### src/rtl/trap_sequencer_pkg.sv
// ---------------------------------------------------------------------------
// trap_sequencer_pkg
// Shared types and constants for the trap sequencer and its target
// calculator:
//   program_state_t : privilege level plus interrupt-enable stack
//   trap_kind_t     : request kind presented by commit
//   PRIV_U/S/M      : privilege encodings
//   CAUSE_ILLEGAL_INSTR : cause used when an xRET is not permitted
// ---------------------------------------------------------------------------
package trap_sequencer_pkg;

   typedef struct packed {
      logic [1:0] priv;
      logic       mie;
      logic       sie;
      logic       mpie;
      logic       spie;
      logic [1:0] mpp;
      logic       spp;
   } program_state_t;

   typedef enum logic [1:0] {
      TRAP_EXC  = 2'd0,
      TRAP_INT  = 2'd1,
      TRAP_MRET = 2'd2,
      TRAP_SRET = 2'd3
   } trap_kind_t;

   localparam logic [1:0] PRIV_U = 2'd0;
   localparam logic [1:0] PRIV_S = 2'd1;
   localparam logic [1:0] PRIV_M = 2'd3;

   localparam logic [4:0] CAUSE_ILLEGAL_INSTR = 5'd2;

endpackage

### src/rtl/trap_sequencer_target_calc.sv
// ---------------------------------------------------------------------------
// trap_target_calc
// Pure combinational mapping from a latched trap/return request and the
// current program state to everything the sequencer commits in one cycle.
// Ports:
//   i_kind/i_cause/i_pc/i_tval : latched request
//   i_ps                       : current program state
//   i_medeleg/i_mideleg        : delegation masks
//   i_mtvec/i_stvec            : trap vectors, bits[1:0] = mode
//   i_mepc/i_sepc              : return targets
//   o_ps                       : next program state
//   o_redirect_pc              : fetch redirect target
//   o_csr_we/o_csr_to_s        : trap CSR write enable and bank select
//   o_csr_epc/tval/cause       : trap CSR write data
// ---------------------------------------------------------------------------
module trap_target_calc
   import trap_sequencer_pkg::*;
#(
   parameter int ADDR_W = 32
) (
   input  trap_kind_t        i_kind,
   input  logic [4:0]        i_cause,
   input  logic [ADDR_W-1:0] i_pc,
   input  logic [ADDR_W-1:0] i_tval,
   input  program_state_t    i_ps,
   input  logic [31:0]       i_medeleg,
   input  logic [31:0]       i_mideleg,
   input  logic [ADDR_W-1:0] i_mtvec,
   input  logic [ADDR_W-1:0] i_stvec,
   input  logic [ADDR_W-1:0] i_mepc,
   input  logic [ADDR_W-1:0] i_sepc,
   output program_state_t    o_ps,
   output logic [ADDR_W-1:0] o_redirect_pc,
   output logic              o_csr_we,
   output logic              o_csr_to_s,
   output logic [ADDR_W-1:0] o_csr_epc,
   output logic [ADDR_W-1:0] o_csr_tval,
   output logic [31:0]       o_csr_cause
);

   logic              w_illegal;
   trap_kind_t        w_kind;
   logic [4:0]        w_cause;
   logic [ADDR_W-1:0] w_tval;
   logic              w_is_trap;
   logic              w_deleg_bit;
   logic              w_to_s;
   logic [ADDR_W-1:0] w_tvec;
   logic [ADDR_W-1:0] w_base;
   logic [ADDR_W-1:0] w_trap_pc;

   // An xRET from a privilege that may not execute it becomes an
   // illegal-instruction exception and follows the normal trap path.
   assign w_illegal = ((i_kind == TRAP_MRET) && (i_ps.priv != PRIV_M)) ||
                      ((i_kind == TRAP_SRET) && (i_ps.priv == PRIV_U));
   assign w_kind    = w_illegal ? TRAP_EXC : i_kind;
   assign w_cause   = w_illegal ? CAUSE_ILLEGAL_INSTR : i_cause;
   assign w_tval    = w_illegal ? '0 : i_tval;
   assign w_is_trap = (w_kind == TRAP_EXC) || (w_kind == TRAP_INT);

   assign w_deleg_bit = (w_kind == TRAP_INT) ? i_mideleg[w_cause] : i_medeleg[w_cause];
   assign w_to_s      = w_is_trap && (i_ps.priv != PRIV_M) && w_deleg_bit;

   // Vectored mode only applies to interrupts; exceptions always use base.
   assign w_tvec    = w_to_s ? i_stvec : i_mtvec;
   assign w_base    = {w_tvec[ADDR_W-1:2], 2'b00};
   assign w_trap_pc = ((w_kind == TRAP_INT) && (w_tvec[1:0] == 2'b01)) ?
                      w_base + {{(ADDR_W-7){1'b0}}, w_cause, 2'b00} : w_base;

   always_comb begin
      o_ps          = i_ps;
      o_redirect_pc = '0;
      o_csr_we      = 1'b0;
      o_csr_to_s    = 1'b0;
      o_csr_epc     = '0;
      o_csr_tval    = '0;
      o_csr_cause   = '0;
      if (w_is_trap) begin
         o_redirect_pc = w_trap_pc;
         o_csr_we      = 1'b1;
         o_csr_to_s    = w_to_s;
         o_csr_epc     = i_pc;
         o_csr_tval    = w_tval;
         o_csr_cause   = {(w_kind == TRAP_INT), 26'b0, w_cause};
         if (w_to_s) begin
            o_ps.priv = PRIV_S;
            o_ps.spp  = i_ps.priv[0];
            o_ps.spie = i_ps.sie;
            o_ps.sie  = 1'b0;
         end else begin
            o_ps.priv = PRIV_M;
            o_ps.mpp  = i_ps.priv;
            o_ps.mpie = i_ps.mie;
            o_ps.mie  = 1'b0;
         end
      end else if (w_kind == TRAP_MRET) begin
         o_redirect_pc = i_mepc;
         o_ps.priv     = i_ps.mpp;
         o_ps.mie      = i_ps.mpie;
         o_ps.mpie     = 1'b1;
         o_ps.mpp      = PRIV_U;
      end else begin
         o_redirect_pc = i_sepc;
         o_ps.priv     = {1'b0, i_ps.spp};
         o_ps.sie      = i_ps.spie;
         o_ps.spie     = 1'b1;
         o_ps.spp      = 1'b0;
      end
   end

endmodule

### src/rtl/trap_sequencer.sv
// ---------------------------------------------------------------------------
// trap_sequencer
// Accepts one trap / trap-return request from commit, drains the pipeline,
// then in a single COMMIT cycle updates program state, redirects fetch and
// writes the trap CSRs.
// Ports:
//   i_clk, i_rst               : clock, async active-high reset
//   i_req_valid/o_req_ready    : request handshake
//   i_req_kind/cause/pc/tval   : request payload
//   i_ps                       : current program state
//   i_medeleg/i_mideleg        : delegation masks
//   i_mtvec/i_stvec            : trap vectors
//   i_mepc/i_sepc              : return targets
//   i_drained                  : pipeline empty
//   o_flush                    : kill younger instructions / stall fetch
//   o_alter, o_ps              : program state update strobe and value
//   o_redirect_valid/_pc       : fetch redirect
//   o_csr_*                    : trap CSR write port
// ---------------------------------------------------------------------------
module trap_sequencer
   import trap_sequencer_pkg::*;
#(
   parameter int ADDR_W = 32
) (
   input  logic              i_clk,
   input  logic              i_rst,
   input  logic              i_req_valid,
   output logic              o_req_ready,
   input  trap_kind_t        i_req_kind,
   input  logic [4:0]        i_req_cause,
   input  logic [ADDR_W-1:0] i_req_pc,
   input  logic [ADDR_W-1:0] i_req_tval,
   input  program_state_t    i_ps,
   input  logic [31:0]       i_medeleg,
   input  logic [31:0]       i_mideleg,
   input  logic [ADDR_W-1:0] i_mtvec,
   input  logic [ADDR_W-1:0] i_stvec,
   input  logic [ADDR_W-1:0] i_mepc,
   input  logic [ADDR_W-1:0] i_sepc,
   input  logic              i_drained,
   output logic              o_flush,
   output logic              o_alter,
   output program_state_t    o_ps,
   output logic              o_redirect_valid,
   output logic [ADDR_W-1:0] o_redirect_pc,
   output logic              o_csr_we,
   output logic              o_csr_to_s,
   output logic [ADDR_W-1:0] o_csr_epc,
   output logic [ADDR_W-1:0] o_csr_tval,
   output logic [31:0]       o_csr_cause
);

   typedef enum logic [1:0] {
      ST_IDLE   = 2'd0,
      ST_FLUSH  = 2'd1,
      ST_COMMIT = 2'd2
   } state_t;

   state_t            r_state;
   state_t            w_state_nxt;
   logic              w_accept;
   logic              w_commit;

   trap_kind_t        r_kind;
   logic [4:0]        r_cause;
   logic [ADDR_W-1:0] r_pc;
   logic [ADDR_W-1:0] r_tval;

   program_state_t    w_ps;
   logic [ADDR_W-1:0] w_redirect_pc;
   logic              w_csr_we;
   logic              w_csr_to_s;
   logic [ADDR_W-1:0] w_csr_epc;
   logic [ADDR_W-1:0] w_csr_tval;
   logic [31:0]       w_csr_cause;

   assign w_accept = (r_state == ST_IDLE) && i_req_valid;
   assign w_commit = (r_state == ST_COMMIT);

   always_ff @(posedge i_clk or posedge i_rst) begin
      if (i_rst) r_state <= ST_IDLE;
      else       r_state <= w_state_nxt;
   end

   // Payload needs no reset: it is only consumed in COMMIT, which can only
   // be reached through an accept that reloads it.
   always_ff @(posedge i_clk) begin
      if (w_accept) begin
         r_kind  <= i_req_kind;
         r_cause <= i_req_cause;
         r_pc    <= i_req_pc;
         r_tval  <= i_req_tval;
      end
   end

   always_comb begin
      w_state_nxt = r_state;
      o_req_ready = 1'b0;
      o_flush     = 1'b0;
      case (r_state)
         ST_IDLE: begin
            o_req_ready = 1'b1;
            if (i_req_valid) w_state_nxt = ST_FLUSH;
         end
         ST_FLUSH: begin
            o_flush = 1'b1;
            if (i_drained) w_state_nxt = ST_COMMIT;
         end
         ST_COMMIT: begin
            o_flush     = 1'b1;
            w_state_nxt = ST_IDLE;
         end
         default: w_state_nxt = ST_IDLE;
      endcase
   end

   trap_target_calc #(.ADDR_W(ADDR_W)) u_calc (
      .i_kind        (r_kind),
      .i_cause       (r_cause),
      .i_pc          (r_pc),
      .i_tval        (r_tval),
      .i_ps          (i_ps),
      .i_medeleg     (i_medeleg),
      .i_mideleg     (i_mideleg),
      .i_mtvec       (i_mtvec),
      .i_stvec       (i_stvec),
      .i_mepc        (i_mepc),
      .i_sepc        (i_sepc),
      .o_ps          (w_ps),
      .o_redirect_pc (w_redirect_pc),
      .o_csr_we      (w_csr_we),
      .o_csr_to_s    (w_csr_to_s),
      .o_csr_epc     (w_csr_epc),
      .o_csr_tval    (w_csr_tval),
      .o_csr_cause   (w_csr_cause)
   );

   // Every commit-side output is forced to zero outside COMMIT.
   assign o_alter          = w_commit;
   assign o_redirect_valid = w_commit;
   assign o_ps             = w_commit ? w_ps          : '0;
   assign o_redirect_pc    = w_commit ? w_redirect_pc : '0;
   assign o_csr_we         = w_commit & w_csr_we;
   assign o_csr_to_s       = w_commit & w_csr_to_s;
   assign o_csr_epc        = w_commit ? w_csr_epc     : '0;
   assign o_csr_tval       = w_commit ? w_csr_tval    : '0;
   assign o_csr_cause      = w_commit ? w_csr_cause   : '0;

endmodule

### config.mk
export PLATFORM = sky130hd
export DESIGN_NAME = trap_sequencer
export DESIGN_NICKNAME = d
export VERILOG_FILES = /design/src/rtl/trap_sequencer_pkg.sv /design/src/rtl/trap_sequencer_target_calc.sv /design/src/rtl/trap_sequencer.sv
export SDC_FILE = /design/constraint.sdc
export NUM_CORES = 1
export LEC_CHECK = 0
export CAP_MARGIN = 20
export CORE_AREA = 2 2 163 165
export CTS_CLUSTER_DIAMETER = 150
export DETAILED_ROUTE_END_ITERATION = 10
export DIE_AREA = 0 0 165 167
export PLACE_DENSITY = 0.61
export SLEW_MARGIN = 25
export SYNTH_ARGS = -nofsm -noshare
export SYNTH_HDL_FRONTEND = slang
export SYNTH_SLANG_ARGS = --single-unit
### constraint.sdc
create_clock -name i_clk -period 18.3 [get_ports i_clk]
set_clock_uncertainty 0.05 [all_clocks]
set_input_delay 3.66 -clock i_clk [delete_from_list [all_inputs] [get_ports i_clk]]
set_output_delay 3.66 -clock i_clk [all_outputs]
set_load 0.02 [all_outputs]
=== Yosys cells after proc, flatten, opt, wreduce, memory -nomap -nowiden ===
Cells that the tools add are included.

* Flip-flop bits (word level): 73
* Output and inout port bits: 143
* Word-level logic and storage cells: 74

* Add/subtract/negate cells: 1
* $lt $le $gt $ge: 1
* Equal/unequal tests: 10
* Mux-type cells: 42
* Bitwise logic cells: 2
* Reduce and logical (&&, ||, !) cells: 13

{| class="wikitable"
|+ Operator list
! kind !! count
|-
| $mux W32 || 12
|-
| $add A32 B7 Y32 || 1
|-
| $mux W9 || 2
|-
| $mux W1 || 17
|-
| $mux W2 || 7
|-
| $bmux W1 S5 || 2
|-
| $eq A2 B2 Y1 const B || 4
|-
| $eq A2 B1 Y1 const B || 3
|-
| $logic_and A1 B1 Y1 || 6
|-
| $logic_not A2 Y1 || 3
|-
| $lt A5 B6 Y1 const B || 1
|-
| $ne A2 B2 Y1 const B || 3
|-
| $mux W5 || 1
|-
| $pmux W2 S2 || 1
|-
| $and A1 B1 Y1 || 2
|-
| $logic_or A1 B1 Y1 || 2
|-
| $reduce_and A2 Y1 || 1
|-
| $reduce_or A2 Y1 || 1
|}

=== Logic depth before layout (Yosys ltp) ===
Gate-level depths: netlist (run 1).

* Depth after elaboration: 14
* Depth in mapped cells: 26

=== Cells and area by module ===
From an unflattened synthesis (run 1), not the netlist that was laid out.

* Cell total of the unflattened synthesis: 803
* Area total of the unflattened synthesis: 6991.7 sq um

{| class="wikitable"
|+ By module, submodules not included
! module !! instances !! cells each !! area an instance (sq um) !! seq. area each (sq um)
|-
| trap_target_calc || 1 || 561 || 3746.1 || 0.0
|-
| trap_sequencer || 1 || 242 || 3245.6 || 2182.1
|}

=== Least setup slack after synthesis (run 1) ===
OpenSTA, ideal clock, no wires.

* Kind: input to output
* Start: input i_ps[7] (netlist bit)
* End: output o_redirect_pc[18]
* Data arrival time: 8.392 ns
* Data required time: 14.590 ns
* Slack: 6.198 ns
* Stages on the path: 23
* Buffers on the path: 4
* Cells stage by stage: maj3_2 -> buf_6 -> o211a_1 -> or4_1 -> nor4_1 -> a31oi_1 -> o21ai_4 -> buf_2 -> buf_2 -> mux2_2 -> ha_1 -> inv_1 -> fa_1 -> nor2b_1 -> o21ai_0 -> nand2b_1 -> a21oi_1 -> inv_1 -> nand3_1 -> clkbuf_1 -> nor3_1 -> xnor2_1 -> a221oi_1

* Cells in the longest elaborated chain, start to end: 14

{| class="wikitable"
|+ RTL lines
! element !! line !! source
|-
| start: declaration || trap_sequencer.sv:33 || <nowiki>input program_state_t i_ps,</nowiki>
|-
| branches (longest 12 deep; another with $add A32 B7 Y32) || - ||
|-
| $mux W32 (*) || trap_sequencer_target_calc.sv:78 || <nowiki>if (w_is_trap) begin</nowiki>
|-
| $mux W32 (*) || trap_sequencer.sv:142 || <nowiki>assign o_redirect_pc = w_commit ? w_redirect_pc : '0;</nowiki>
|-
| end: declaration || trap_sequencer.sv:45 || <nowiki>output logic [ADDR_W-1:0] o_redirect_pc,</nowiki>
|}

Mark *: on every way between the ends. The select of a mux whose other input is x is not followed.

=== Final worst setup path (run 1) ===
* Start: input i_ps[7] (netlist bit)
* End: output o_redirect_pc[30]

The elaborated chain is that of the path after synthesis.

==> impl_metrics.json, run 1 <==
{
  "slew_violations": 0,
  "grt_max_degree": 73,
  "ir_drop_mv": 0.07441,
  "tightestPinTransition_ns": 0.9558,
  "num_rows": 59,
  "p_leak_nw": 3.870,
  "syn_avg_cell_area_sq_um": 9.197,
  "required_ns": 14.59,
  "cp_cell_sequence": "clkdlybuf4s50_1 -> maj3_2 -> o21ai_0 -> a2111oi_0 -> nor4_1 -> a31oi_1 -> o21ai_4 -> mux2_2 -> ha_1 -> inv_1 -> fa_1 -> nor2b_1 -> o21ai_0 -> nand2b_1 -> a21oi_1 -> inv_1 -> nand3_1 -> or4_1 -> a311o_1 -> a21oi_1 -> clkdlybuf4s50_1",
  "worstPathArrival_ns": 10.10,
  "fp.dieW_um": 165,
  "n_antenna_cell": 0,
  "clk_latency_ns": 0.33,
  "relSlewSlack": 0.3628,
  "setup.worst_path.class": "input pin to output port",
  "wl_met1_mm": 10.28,
  "end_kind": "output port",
  "wl_per_cell_um": 19.81,
  "min_path_type": "flip-flop to flip-flop",
  "die_h_um": 167,
  "rsz0062_at_grt": "no",
  "die-area_sq_um": 27560,
  "fin_crit_sh": 0.7549,
  "final_cell_area_sq_um": 10520,
  "rrSetupSlack_ns": 16.29,
  "hold_viol_final": 0,
  "ios": 419,
  "crit_path_start": "i_ps[7]",
  "cts_setup_buffers": 0,
  "dpl_cell_area_sq_um": 10190,
  "setup_viol": 0,
  "fp.coreArea_sq_um": 25760,
  "crit_slowest_cell": "a2111oi_0",
  "ant_nets": 0,
  "vias_per_cell": 4.852,
  "grt_pass1_vias": 6914,
  "worstHoldStart": "r_state[1]",
  "synth_cell_types": 69,
  "antenna_found_initial": 2,
  "finalSetupTns_ns": 0,
  "start_util": 0.2352,
  "clock-sinks": 73,
  "syn_inst": 659,
  "r2r-end": "r_tval[18]",
  "tritoncts": "yes",
  "critical_path.max_fanout": 15,
  "gp_congestion": 0.9278,
  "wl_met2_mm": 13.32,
  "yosys_warnings": 0,
  "ys_seq_area_frac": 0.3600,
  "cts_resized": 0,
  "dr_wl_met3_mm": 2.694,
  "critPathLaunchType": "input pin",
  "synth_edf_count": 71,
  "pwr_density_cell_nw_per_um2": 92.32,
  "drive_gt1_frac": 0.05248,
  "fin_nets": 1311,
  "vias": 6618,
  "cts_buffer_depth": 2,
  "clockRootBuffer": "clkbuf_16",
  "grt_overflow": 0,
  "top_layer_used": "met5",
  "cts_hold_buf": 0,
  "reg2reg_depth": 3,
  "synth-main-ff-cell": "edfxtp_1",
  "max_clock_freq_ghz": 0.07239,
  "ctsHtreeMaxLevel": 3,
  "hold_end": "r_state[1]",
  "port_buffers": 392,
  "postSynth.asyncResetShare": 0.02740,
  "maxCapViolCount": 0,
  "status": "completed",
  "grt_pass1_wl_mm": 39.84,
  "drc_errors": 0,
  "cts_buffers": 9,
  "whs_path_depth": 2,
  "nFillCells": 2601,
  "timing.rr.start": "r_state[0]",
  "crit_path_max_incr_delay_ns": 0.73,
  "drtIter0Drc": 417,
  "path_clk_slew_ns": 0.06,
  "syn_area_sq_um": 6061,
  "grt.total_usage": 0.1893,
  "finalCriticalPeriod_ns": 13.81,
  "synth-seq-cells": 73,
  "finalWirelength_mm": 27.02,
  "syn2layout_area_growth_pct": 73.55,
  "hpwl_mm": 21.32,
  "first_pass_iters": 5
}
==> state kept, by name, indices dropped and copies added, names as in the netlist <==
signal   flops
r_tval      32
r_kind       2
r_pc        32
r_state      2
r_cause      5
==> placed cells by master (no fill, tap or decap), types with 17 or more instances in the layout <==
cell type / count
a21oi_1: 30
and2_1: 36
and3_1: 42
clkdlybuf4s50_1: 392
conb_1: 26
edfxtp_1: 71
inv_1: 30
mux2i_1: 31
nand2_1: 43
nand3_1: 20
nor2_1: 34
o21ai_0: 20
o221ai_1: 18
xnor2_1: 17
==> worst max path at each step <==
stage	endpoint	slack (ns)	cells after the start
2_1_floorplan	o_redirect_pc[18]	6.20	23
3_3_place_gp	o_redirect_pc[30]	4.80	17
3_5_place_dp	o_redirect_pc[30]	4.57	21
4_1_cts	o_redirect_pc[30]	4.55	21
5_1_grt	o_redirect_pc[30]	4.05	21
6_report	o_redirect_pc[30]	4.49	21
==> per-layer routing <==
metal | vias to the layer above | global-route usage
li1 | 3146 | -
met1 | 3080 | 0.2155
met2 | 340 | 0.3364
met3 | 48 | 0.05903
met4 | 4 | 0.05558
met5 | - | 0
==> Yosys cell counts, drive strengths merged, types with 2 or more instances <==
library cell	number	area, sq um
edfxtp	71	2132
nand2	44	165.2
and3	42	262.8
buf	38	269.0
and2	37	231.5
nor2	36	135.1
mux2i	32	320.3
clkbuf	31	116.4
a21oi	30	150.1
inv	30	112.6
o21ai	21	116.4
nand3	20	100.1
o221ai	18	157.7
nor3	17	85.08
xnor2	17	148.9
xor2	15	131.4
nand4	14	87.58
a211oi	13	97.59
nor2b	13	81.33
mux2	10	112.6
ha	9	112.6
or3	8	50.05
mux4	6	135.1
nand2b	6	37.54
a22oi	5	37.54
nor4	5	31.28
o211a	5	50.05
a2111oi	4	36.29
a221oi	4	35.03
a31oi	4	31.28
nor3b	4	30.03
o2111ai	4	35.03
o22ai	4	25.02
o311a	4	40.04
o211ai	3	22.52
a21boi	2	15.01
a2bb2oi	2	17.52
dfrtp	2	50.05
o311ai	2	25.03
o31ai	2	15.01
or2	2	12.51
or4	2	15.01
==> worst max-delay path: cells and delay by family <==
family | cells | cell delay (ns)
adders and majority gates | 3 | 0.99
and+or+nand+nor | 5 | 1.54
buffers and inverters | 4 | 1.36
muxes | 1 | 0.30
AOI/OAI and AO/OA | 8 | 2.24
==> layout make-up <==
type                       instances  area [sq um]  share of cell area
clock buffer                       9         225.2             0.02141
clock inverter                     6         91.34            0.008683
inverter                          31         116.4             0.01106
multi-input combinational        511          3508              0.3335
sequential                        73          2182              0.2074
tap                              335         419.2             0.03985
timing repair buffer             399          3976              0.3780
==> metrics by stage <==
step / hold WS [ns] / utilization / power [W] / setup WS (ns) / cells
3_3_place_gp: 0.5436 / 0.3953 / 0.0007896 / 4.799 / 1349
4_1_cts: 0.5984 / 0.4077 / 0.0009829 / 4.554 / 1364
2_1_floorplan: 0.5163 / - / 0.0005500 / 6.198 / 684
6_report: 0.5939 / 0.4083 / 0.0009711 / 4.486 / 1364
3_5_place_dp: 0.5844 / 0.3954 / 0.0007915 / 4.574 / 1349
5_1_grt: 0.6586 / 0.4083 / 0.001031 / 4.048 / 1364
==> report_power, final <==
part	internal, W	total (W)	switching [W]
sequential	0.000228	0.000242	0.0000147
combinational	0.000238	0.000543	0.000305
clock	0.000119	0.000186	0.0000667
==> cell families after synthesis <==
logic type	share of synthesized area
mux	0.09373
compound gates	0.1654
other cells	0.0006187
simple gates	0.2275
buf+inv	0.08278
xor+xnor	0.04624
fa+ha+maj	0.02374
flops	0.3600
No activity file was read; power rests on OpenSTA's default activity.
==> run 2: changes to the inputs <==
==> constraint.sdc (replaced) <==
create_clock -name i_clk -period 13.5 [get_ports i_clk]
set_clock_uncertainty 0.05 [all_clocks]
set_input_delay 2.7 -clock i_clk [delete_from_list [all_inputs] [get_ports i_clk]]
set_output_delay 2.7 -clock i_clk [all_outputs]
set_load 0.02 [all_outputs]
==> impl_metrics.json, run 2 (same netlist as run 1, synthesis figures left out) <==
{
  "fp.coreArea_sq_um": 25760,
  "cts_buffers": 9,
  "drive_gt1_frac": 0.05049,
  "ios": 419,
  "hold_viol_final": 0,
  "cp_cell_sequence": "clkdlybuf4s50_1 -> maj3_2 -> o21ai_0 -> a311oi_1 -> o32ai_1 -> a31oi_2 -> o21ai_4 -> buf_4 -> mux2_2 -> ha_1 -> o21ai_0 -> nand2b_1 -> a21oi_1 -> inv_1 -> nand3_1 -> or4_1 -> a311o_1 -> a21oi_1 -> clkdlybuf4s50_1",
  "maxCapViolCount": 0,
  "setup_viol": 0,
  "num_rows": 59,
  "wl_per_cell_um": 20.08,
  "whs_path_depth": 2,
  "antenna_found_initial": 2,
  "max_clock_freq_ghz": 0.08425,
  "worstPathArrival_ns": 9.12,
  "dpl_worst_slack_ns": 1.680,
  "crit_slowest_cell": "or4_1",
  "slew_violations": 0,
  "port_buffers": 392,
  "clockRootBuffer": "clkbuf_16",
  "cts_buffer_depth": 2,
  "grt_overflow": 0,
  "setup.worst_path.class": "input pin to output port",
  "finalCriticalPeriod_ns": 11.87,
  "critPathLaunchType": "input pin",
  "start_util": 0.2352,
  "ant_nets": 0,
  "relSlewSlack": 0.2775,
  "dpl_cell_area_sq_um": 10180,
  "ir_drop_mv": 0.09519,
  "top_regs": "r_pc: 32 flops, r_tval: 32 flops, r_cause: 5 flops",
  "grt_pass1_wl_mm": 40.32,
  "pwr_density_cell_nw_per_um2": 124.3,
  "postLayoutCoreUtil": 0.4073,
  "p_leak_nw": 3.865,
  "drc_errors": 0,
  "n_antenna_cell": 0,
  "final_cell_area_sq_um": 10490,
  "end_kind": "output port",
  "cp.depth": 19,
  "tightestPinTransition_ns": 1.080,
  "min_path_type": "flip-flop to flip-flop",
  "crit_buf_inv": 4,
  "clock-sinks": 73,
  "clk_latency_ns": 0.33,
  "most-common-layout-cells": "clkdlybuf4s50_1 (392), edfxtp_1 (71), nand2_1 (43), and3_1 (42), and2_1 (36)",
  "tritoncts": "yes",
  "vias_per_cell": 4.889,
  "required_ns": 10.75,
  "gp_congestion": 0.9111,
  "fp.dieW_um": 165,
  "finalWirelength_mm": 27.41,
  "die_h_um": 167,
  "fin_nets": 1311,
  "grt_max_degree": 73,
  "path_clk_slew_ns": 0.06,
  "first_pass_iters": 5,
  "hpwl_mm": 21.34,
  "vias": 6673,
  "finalSetupTns_ns": 0,
  "cts_hold_buf": 0,
  "critical_path.max_fanout": 54,
  "critPathTopFamily": "compound AO/OA/AOI/OAI gates",
  "rsz0062_at_grt": "no",
  "setup_ws_ns": 1.630,
  "grt.total_usage": 0.1913,
  "syn2layout_area_growth_pct": 73.12,
  "grt_pass1_vias": 6947,
  "final_common_cell": "clkdlybuf4s50_1",
  "status": "completed",
  "cts_resized": 0,
  "total_power_w": 0.001304,
  "drtIter0Drc": 393,
  "reg2reg_depth": 3,
  "die-area_sq_um": 27560,
  "ctsHtreeMaxLevel": 3,
  "crit_path_max_incr_delay_ns": 0.65,
  "cts_setup_buffers": 0,
  "fin_crit_sh": 0.8793
}
## run 2: cell count changes in the layout (fill, tap and decap cells not counted), sizes merged
cell and change:
clkbuf +1, clkinv +2, bufinv -1, clkinvlp -1
## run 2: area by class of cell
cell class / instances / area (sq um)
flip-flops and latches: 73 / 2182
repair buffers: 399 / 3976
inverters: 31 / 116.4
clock inverters: 6 / 67.56
fillers: 2570 / 15270
well taps: 335 / 419.2
clock buffers: 10 / 229.0
multi-input cells: 511 / 3502
## run 2: path summary, 6_finish.rpt
path | startpoint | end | slack [ns]
max | i_ps[7] | o_redirect_pc[30] | 1.63
min | r_state[1] | r_state[1] | 0.60
max reg2reg | r_state[0] | r_pc[29] | 11.49
min reg2reg | r_state[1] | r_state[1] | 0.60
max in group asynchronous | i_rst | r_state[1] | 10.83
min in group asynchronous | i_rst | r_state[0] | 2.47
## run 2: worst reg2reg max path: cells and delay by family (launching register included)
kind	cells	cell delay, ns
flip-flops	1	0.40
AND/OR/NAND/NOR	1	0.78
adder cells (fa/ha/maj)	1	0.23
buffers and inverters	1	0.10
## run 2: per-stage QoR
step	hold slack (ns)	std cells
floorplan	0.5163	684
CTS	0.6104	1365
global placement	0.5426	1349
global route	0.6390	1365
finish	0.6020	1365
detailed placement	0.5874	1349
## run 2: metal layers
metal,GRT usage,wire (um)
met1,0.2194,10370
met2,0.3386,13600
met3,0.06202,2811
met4,0.05142,599
met5,0,29
## run 2: report_power, final
part | internal (W) | switching (W) | total (W)
combinational | 0.000322 | 0.000416 | 0.000738
clock | 0.000144 | 0.0000941 | 0.000238
sequential | 0.000309 | 0.0000199 | 0.000328
total | 0.000774 | 0.000530 | 0.00130
==> run 3: changes to the inputs <==
--- a/config.mk
+++ b/config.mk
@@ -5,7 +5,6 @@
 export SDC_FILE = /design/constraint.sdc
 export NUM_CORES = 1
 export LEC_CHECK = 0
-export CAP_MARGIN = 20
 export CORE_AREA = 2 2 163 165
 export CTS_CLUSTER_DIAMETER = 150
 export DETAILED_ROUTE_END_ITERATION = 10
==> results of run 3 <==
The final DEF is identical to that of run 2; final timing and power are the same.
